$ cat src/rtl/timer_pkg.sv
// Shared constants for the timer scheduler: config field codes,
// CTRL bit positions and read latency.
package timer_pkg;

    typedef enum logic [1:0] {
        FLD_CTRL = 2'd0,
        FLD_CMP  = 2'd1,
        FLD_CNT  = 2'd2,
        FLD_RSVD = 2'd3
    } fld_e;

    localparam int CTRL_EN      = 0;
    localparam int CTRL_ONESHOT = 1;
    localparam int RD_LAT       = 1;

endpackage

$ cat src/rtl/timer_sched_if.sv
// Config/read bus and interrupt outputs of the timer scheduler.
// master = CPU side, slave = timer block.
interface timer_sched_if #(
    parameter int NUM_CH = 4,
    parameter int WIDTH  = 32
);
    localparam int CH_W = $clog2(NUM_CH);

    logic              cfg_we;
    logic [CH_W-1:0]   cfg_sel;
    logic [1:0]        cfg_field;
    logic [WIDTH-1:0]  cfg_wdata;
    logic              cfg_re;
    logic [WIDTH-1:0]  cfg_rdata;
    logic              cfg_rvalid;
    logic              irq_ack;
    logic [CH_W-1:0]   ack_id;
    logic              irq;
    logic [CH_W-1:0]   irq_id;
    logic [NUM_CH-1:0] pend;
    logic [CH_W-1:0]   slot;

    modport master (
        output cfg_we, cfg_sel, cfg_field, cfg_wdata, cfg_re, irq_ack, ack_id,
        input  cfg_rdata, cfg_rvalid, irq, irq_id, pend, slot
    );

    modport slave (
        input  cfg_we, cfg_sel, cfg_field, cfg_wdata, cfg_re, irq_ack, ack_id,
        output cfg_rdata, cfg_rvalid, irq, irq_id, pend, slot
    );
endinterface

$ cat src/rtl/timer_prio_enc.sv
// Lowest-index-wins priority encoder over the pending flags.
module timer_prio_enc #(
    parameter int NUM_CH = 4
) (
    input  logic [NUM_CH-1:0]         pend,
    output logic                      irq,
    output logic [$clog2(NUM_CH)-1:0] irq_id
);
    localparam int CH_W = $clog2(NUM_CH);

    always_comb begin
        irq    = |pend;
        irq_id = '0;
        for (int i = NUM_CH - 1; i >= 0; i--)
            if (pend[i]) irq_id = CH_W'(i);
    end
endmodule

$ cat src/rtl/timer_sched.sv
// Multi-channel timer: one shared increment/compare datapath visits a
// channel per cycle in round-robin order; hits latch into pending flags.
module timer_sched
    import timer_pkg::*;
#(
    parameter int NUM_CH = 4,
    parameter int WIDTH  = 32
) (
    input logic       clk,
    input logic       rst_n,
    timer_sched_if.slave bus
);
    localparam int CH_W = $clog2(NUM_CH);

    logic [NUM_CH-1:0]            en, oneshot, pend, set_mask, ack_mask;
    logic [NUM_CH-1:0][WIDTH-1:0] cmp, cnt;
    logic [CH_W-1:0]              slot;
    logic [WIDTH-1:0]             rdata, rd_mux;
    logic [RD_LAT-1:0]            vld_pipe;
    logic                         hit;

    // Compare one bit wider than the count so cnt+1 never wraps.
    always_comb begin
        hit = ({1'b0, cnt[slot]} + (WIDTH+1)'(1)) >= {1'b0, cmp[slot]};
        set_mask       = '0;
        set_mask[slot] = en[slot] & hit;
        ack_mask               = '0;
        ack_mask[bus.ack_id]   = bus.irq_ack;
    end

    always_comb begin
        rd_mux = '0;
        case (fld_e'(bus.cfg_field))
            FLD_CTRL: begin
                rd_mux[CTRL_EN]      = en[bus.cfg_sel];
                rd_mux[CTRL_ONESHOT] = oneshot[bus.cfg_sel];
            end
            FLD_CMP: rd_mux = cmp[bus.cfg_sel];
            FLD_CNT: rd_mux = cnt[bus.cfg_sel];
            default: rd_mux = '0;
        endcase
    end

    always_ff @(posedge clk or negedge rst_n) begin
        if (!rst_n) begin
            en       <= '0;
            oneshot  <= '0;
            cmp      <= '0;
            cnt      <= '0;
            pend     <= '0;
            slot     <= '0;
            rdata    <= '0;
            vld_pipe <= '0;
        end else begin
            slot <= slot + CH_W'(1);
            // set is OR-ed after the ack clear so a coincident hit survives
            pend <= (pend & ~ack_mask) | set_mask;

            if (en[slot]) begin
                if (hit) begin
                    if (oneshot[slot]) en[slot]  <= 1'b0;
                    else               cnt[slot] <= '0;
                end else begin
                    cnt[slot] <= cnt[slot] + WIDTH'(1);
                end
            end

            // Placed after the service update so a write to the serviced channel wins.
            if (bus.cfg_we) begin
                case (fld_e'(bus.cfg_field))
                    FLD_CTRL: begin
                        en[bus.cfg_sel]      <= bus.cfg_wdata[CTRL_EN];
                        oneshot[bus.cfg_sel] <= bus.cfg_wdata[CTRL_ONESHOT];
                    end
                    FLD_CMP: cmp[bus.cfg_sel] <= bus.cfg_wdata;
                    FLD_CNT: cnt[bus.cfg_sel] <= bus.cfg_wdata;
                    default: ;
                endcase
            end

            if (bus.cfg_re) rdata <= rd_mux;
            vld_pipe[0] <= bus.cfg_re;
            for (int i = 1; i < RD_LAT; i++) vld_pipe[i] <= vld_pipe[i-1];
        end
    end

    assign bus.cfg_rdata  = rdata;
    assign bus.cfg_rvalid = vld_pipe[RD_LAT-1];
    assign bus.pend       = pend;
    assign bus.slot       = slot;

    timer_prio_enc #(.NUM_CH(NUM_CH)) u_prio (
        .pend   (pend),
        .irq    (bus.irq),
        .irq_id (bus.irq_id)
    );
endmodule

$ cat src/flat_wrapper.sv
// flat-port wrapper written by rule: the top's interface ports become plain ports
module timer_sched_flat import timer_pkg::*;
#(
    parameter int NUM_CH = 4,
    parameter int WIDTH  = 32
)
  (clk, rst_n, bus_cfg_we, bus_cfg_sel, bus_cfg_field, bus_cfg_wdata, bus_cfg_re, bus_irq_ack, bus_ack_id, bus_cfg_rdata, bus_cfg_rvalid, bus_irq, bus_irq_id, bus_pend, bus_slot);
  timer_sched_if #(.NUM_CH(NUM_CH), .WIDTH(WIDTH)) bus_i ();
  input logic clk;
  input logic rst_n;
  input wire logic [$bits(bus_i.cfg_we)-1:0] bus_cfg_we;
  input wire logic [$bits(bus_i.cfg_sel)-1:0] bus_cfg_sel;
  input wire logic [$bits(bus_i.cfg_field)-1:0] bus_cfg_field;
  input wire logic [$bits(bus_i.cfg_wdata)-1:0] bus_cfg_wdata;
  input wire logic [$bits(bus_i.cfg_re)-1:0] bus_cfg_re;
  input wire logic [$bits(bus_i.irq_ack)-1:0] bus_irq_ack;
  input wire logic [$bits(bus_i.ack_id)-1:0] bus_ack_id;
  output wire logic [$bits(bus_i.cfg_rdata)-1:0] bus_cfg_rdata;
  output wire logic [$bits(bus_i.cfg_rvalid)-1:0] bus_cfg_rvalid;
  output wire logic [$bits(bus_i.irq)-1:0] bus_irq;
  output wire logic [$bits(bus_i.irq_id)-1:0] bus_irq_id;
  output wire logic [$bits(bus_i.pend)-1:0] bus_pend;
  output wire logic [$bits(bus_i.slot)-1:0] bus_slot;
  assign bus_i.cfg_we = bus_cfg_we;
  assign bus_i.cfg_sel = bus_cfg_sel;
  assign bus_i.cfg_field = bus_cfg_field;
  assign bus_i.cfg_wdata = bus_cfg_wdata;
  assign bus_i.cfg_re = bus_cfg_re;
  assign bus_i.irq_ack = bus_irq_ack;
  assign bus_i.ack_id = bus_ack_id;
  assign bus_cfg_rdata = bus_i.cfg_rdata;
  assign bus_cfg_rvalid = bus_i.cfg_rvalid;
  assign bus_irq = bus_i.irq;
  assign bus_irq_id = bus_i.irq_id;
  assign bus_pend = bus_i.pend;
  assign bus_slot = bus_i.slot;
  timer_sched #(.NUM_CH(NUM_CH), .WIDTH(WIDTH)) u_core (.clk(clk), .rst_n(rst_n), .bus(bus_i));
endmodule
$ cat config.mk
export PLATFORM = sky130hd
export DESIGN_NAME = timer_sched_flat
export DESIGN_NICKNAME = d
export VERILOG_FILES = /design/src/rtl/timer_pkg.sv /design/src/rtl/timer_sched_if.sv /design/src/rtl/timer_prio_enc.sv /design/src/rtl/timer_sched.sv /design/src/flat_wrapper.sv
export SDC_FILE = /design/constraint.sdc
export NUM_CORES = 1
export LEC_CHECK = 0
export CORE_AREA = 2 2 246 248
export DETAILED_ROUTE_END_ITERATION = 10
export DIE_AREA = 0 0 248 250
export PLACE_DENSITY = 0.48
export RECOVER_POWER = 25
export SYNTH_ARGS = -nofsm -noshare
export SYNTH_HDL_FRONTEND = slang
export SYNTH_HIERARCHICAL = 1
export SYNTH_SLANG_ARGS = --single-unit
$ cat constraint.sdc
create_clock -name clk -period 4.9 [get_ports clk]
set_clock_uncertainty 0.05 [all_clocks]
set_input_delay 0.735 -clock clk [delete_from_list [all_inputs] [get_ports clk]]
set_output_delay 0.735 -clock clk [all_outputs]
set_load 0.1 [all_outputs]
==> summary.md <==
| Metric | Value |
|---|---|
| First-pass GRT wire length | 90940 um |
| Worst path slowest cell | mux4_2 |
| Synth unique cells | 53 |
| Reg clk slew, reported paths | 0.06 ns |
| Predominant post-synthesis flop cell | dfrtp_1 |
| Initial Utilization | 29.74% |
| Max Cap Violations | 2 |
| Router iterations before antenna repair | 5 |
| Core area | 59570 um^2 |
| Avg Vias per Cell | 5.550 |
| Drc violations | 0 |
| Synth warnings | 6 |
| Worst min-delay path class | reg2reg |
| Gp weighted congestion | 0.8164 |
| Cells on worst reg2reg path | 20 |
| Max IR drop VDD | 0.0006927 V |
| Async SR Flop Fraction | 100.0% |
| Largest cells by area after synthesis | dfrtp_1, mux4_2, mux2_2 |
| CP arrival | 5.15 ns |
| Num CTS Buffers | 39 |
| Synth Cell Area | 17710 um^2 |
| P_leak | 0.008865 uW |
| HPWL after DPL | 39150 um |
| Post-DRT Antenna Nets | 0 |
| Max stage delay on crit path | 0.58 ns |
| Worst Hold Path Cells | 2 |
| WP data required | 5.32 ns |
| Run status | finished with violations |
| Tcrit/Tclk final | 96.53% |
| RR Endpoint | u_core/cnt[83]$_DFF_PN0_ |
| Syn Area/Cell | 11.34 um^2 |
| Die Ht | 250 um |
| Comb pwr share | 39.2% |
| Pin count of the biggest net entering global routing | 102 |
| HP Start | u_core/bus.cfg_rdata[13]$_DFFE_PN0P_ |
| Pins Over Slew Limit | 179 |
| Critical path's top delay family | simple AND/OR/NAND/NOR gates |
| Post-synthesis register bit count | 303 |
| Layout net count | 1779 |
| Seq/Total Area, Yosys | 42.80% |
| Longest Clk Path Bufs | 3 |
| Layout Area Growth over Synthesis | 21.45% |
| Post-route non-filler standard cell count | 2500 |
| Worst-Margin Slew | 2.371 ns |
| Gr ovfl total | 0 |
| Crit Path Category | reg2reg |
| Vias in the first global route | 14.44k |
| Post-layout util | 36.12% |
| DR iter-0 viols | 1015 |
| Vias | 13.88k |
| Post-synth EDFFs | 0 |
| H-tree levels | 2 |
| Sw power | 4111 uW |
| Power share of the clock group | 26.0% |
| Hold EP | u_core/bus.cfg_rdata[13]$_DFFE_PN0P_ |
| Sequential share of power | 34.8% |
| Switching share of power | 36.80% |
| Dpl cells | 2421 |
| Clk sinks | 303 |
| Minimum clock period | 4.730 ns |
| Number of antenna violations at the first check in global routing | 0 |
| GR Util All Layers | 19.31% |
| Commonest non-fill, non-tap cell in the layout | dfrtp_1 |
| Worst setup EP type | register |
| Ratio of cells with drive above 1 in the final layout | 28.06% |
| Reg2reg setup slack | 0.17 ns |
| Total Wirelength | 59350 um |
| Launch point of the worst reg-to-reg path | u_core/bus.slot[0]$_DFF_PN0_ |
| Final Hold Viols | 0 |
| Number of I/O port buffers | 84 |
| Largest area contributor in the netlist | dfrtp_1 |
| Mapped Cells | 1562 |
| Antenna diodes | 0 |
| Buffers & Inverters on Critical Path | 7 |
| Num rows | 90 |
| I/O pin count | 85 |
| TritonCTS clock tree | done |
| Die area | 62000 um^2 |
| Slew margin rel. | -58.07% |
| CTS Hold Bufs | 0 |
| Worst setup SP type | register |
| Failing checks | capacitance limit, slew limit |
| # setup viols final | 0 |
| Wire length per cell | 23.74 um |
| Yosys top cell area share | 42.80% |
| Largest fanout on the critical path | 11 |
| Commonest non-fill, non-tap cells in the layout | dfrtp_1, inv_1, mux2_2, mux4_2, buf_4 |
| Most frequent CP cell | buf_4 |
| P per Cell Area | 519.3 nW/um^2 |
| Clk_lat worst skew | 0.56 ns |
| Chip width | 248 um |
| Int Pwr | 7062 uW |
| CP cell instances | buf_12 -> buf_4 -> mux4_2 -> nand3_1 -> nor4_4 -> buf_4 -> buf_4 -> and3_1 -> xnor2_1 -> inv_1 -> ha_1 -> and4_1 -> and4_1 -> a31oi_1 -> o21ai_2 -> nor4_4 -> buf_4 -> nand3_1 -> buf_4 -> o221ai_1 |
| Fmax | 211.4 MHz |
| Syn nets | 1646 |
| Root Buffer | clkbuf_16 |
[final cells by class]
class                           instances  area, um^2
Fill cell                            5812       38060
Multi-Input combinational cell        984        9116
Sequential cell                       303        7590
Timing Repair Buffer                  216        1992
Clock buffer                           56        1152
Tap cell                              782       978.4
Inverter                              151       566.8
Clock inverter                          8       118.9
[worst max-delay path by stage]
stage | start | endpoint | cells after the start
6_report | u_core/bus.slot[0]$_DFF_PN0_ | u_core/cnt[83]$_DFF_PN0_ | 20
5_1_grt | u_core/bus.slot[0]$_DFF_PN0_ | u_core/cnt[89]$_DFF_PN0_ | 18
4_1_cts | u_core/bus.slot[1]$_DFF_PN0_ | u_core/cnt[88]$_DFF_PN0_ | 18
3_5_place_dp | u_core/bus.slot[1]$_DFF_PN0_ | u_core/cnt[48]$_DFF_PN0_ | 17
3_3_place_gp | u_core/bus.slot[1]$_DFF_PN0_ | u_core/cnt[16]$_DFF_PN0_ | 18
2_1_floorplan | u_core/bus.slot[0]$_DFF_PN0_ | u_core/cnt[98]$_DFF_PN0_ | 21
[stage by stage]
stage               cell area [um^2]  setup WS, ns  hold WS, ns  power, uW  setup TNS, ns
floorplan                      17770       0.01807       0.3894       6664              0
global placement               20070      -0.01489       0.4516       8085       -0.01489
detailed placement             20070      -0.04649       0.4629       8185        -0.1919
CTS                            21350       0.09689       0.1518      11170              0
global route                   21510     -0.003754       0.4825      11800      -0.007434
finish                         21510        0.1701       0.4717      11170              0
[cells by family after synthesis]
family,count (synthesis),share of synthesized area (%)
adder cells (fa/ha/maj),41,2.896
XOR/XNOR,30,1.526
AND/OR/NAND/NOR,337,9.210
flip-flops,303,42.80
buffers and inverters,275,6.385
multiplexers,264,25.49
AO/OA/AOI/OAI,312,11.69
[tightest hold or removal path: stages (launching register included)]
cell	delay, ns
dfrtp_1	0.37
inv_1	0.05
o22ai_1	0.06
[sequential cells by signal, summed over array words and instances (netlist names)]
| name | count |
|---|---|
| u_core/cmp | 128 |
| u_core/en | 4 |
| u_core/bus.slot | 2 |
| u_core/oneshot | 4 |
| u_core/bus.cfg_rvalid | 1 |
| u_core/bus.pend | 4 |
| u_core/bus.cfg_rdata | 32 |
| u_core/cnt | 128 |
[Yosys cell counts (6+ instances only)]
| master | n |
|---|---|
| o221ai_1 | 53 |
| buf_2 | 19 |
| and3_1 | 11 |
| clkbuf_1 | 78 |
| a31oi_1 | 77 |
| or3_1 | 6 |
| xnor2_1 | 17 |
| o22ai_1 | 32 |
| nor2_1 | 86 |
| a21oi_1 | 15 |
| inv_1 | 151 |
| nand3_1 | 85 |
| buf_4 | 7 |
| mux2_2 | 132 |
| mux4_1 | 15 |
| a22oi_1 | 31 |
| dfrtp_1 | 303 |
| ha_1 | 41 |
| and4_1 | 6 |
| o21ai_0 | 80 |
| nand2_1 | 99 |
| mux4_2 | 117 |
| xor2_1 | 12 |
| nand4_1 | 14 |
| buf_1 | 17 |
[power groups by stage]
stage	registers (uW)	logic, uW	clock network [uW]
after floorplan	4020	2640	0
after global placement	3870	4220	0
after detailed placement	3900	4280	0
after CTS	3870	4310	2990
after global routing	3990	4720	3100
final	3880	4380	2910
[routing by layer]
layer	GRT usage, %	wire [um]	vias to the layer above
met4	5.971	1596	0
met2	32.18	28770	437
li1	-	-	6110
met5	0	0	-
met3	2.667	3148	104
met1	25.89	25830	7224
[repair_timing]
item / 4_1_cts / 5_1_grt
setup buffers: 2 / 12
resized for setup: 1 / 18
pin swaps: 1 / 7
gates cloned: 0 / 1
endpoints found under the setup margin: 43 / 132
(Power assumes the default switching activity.)
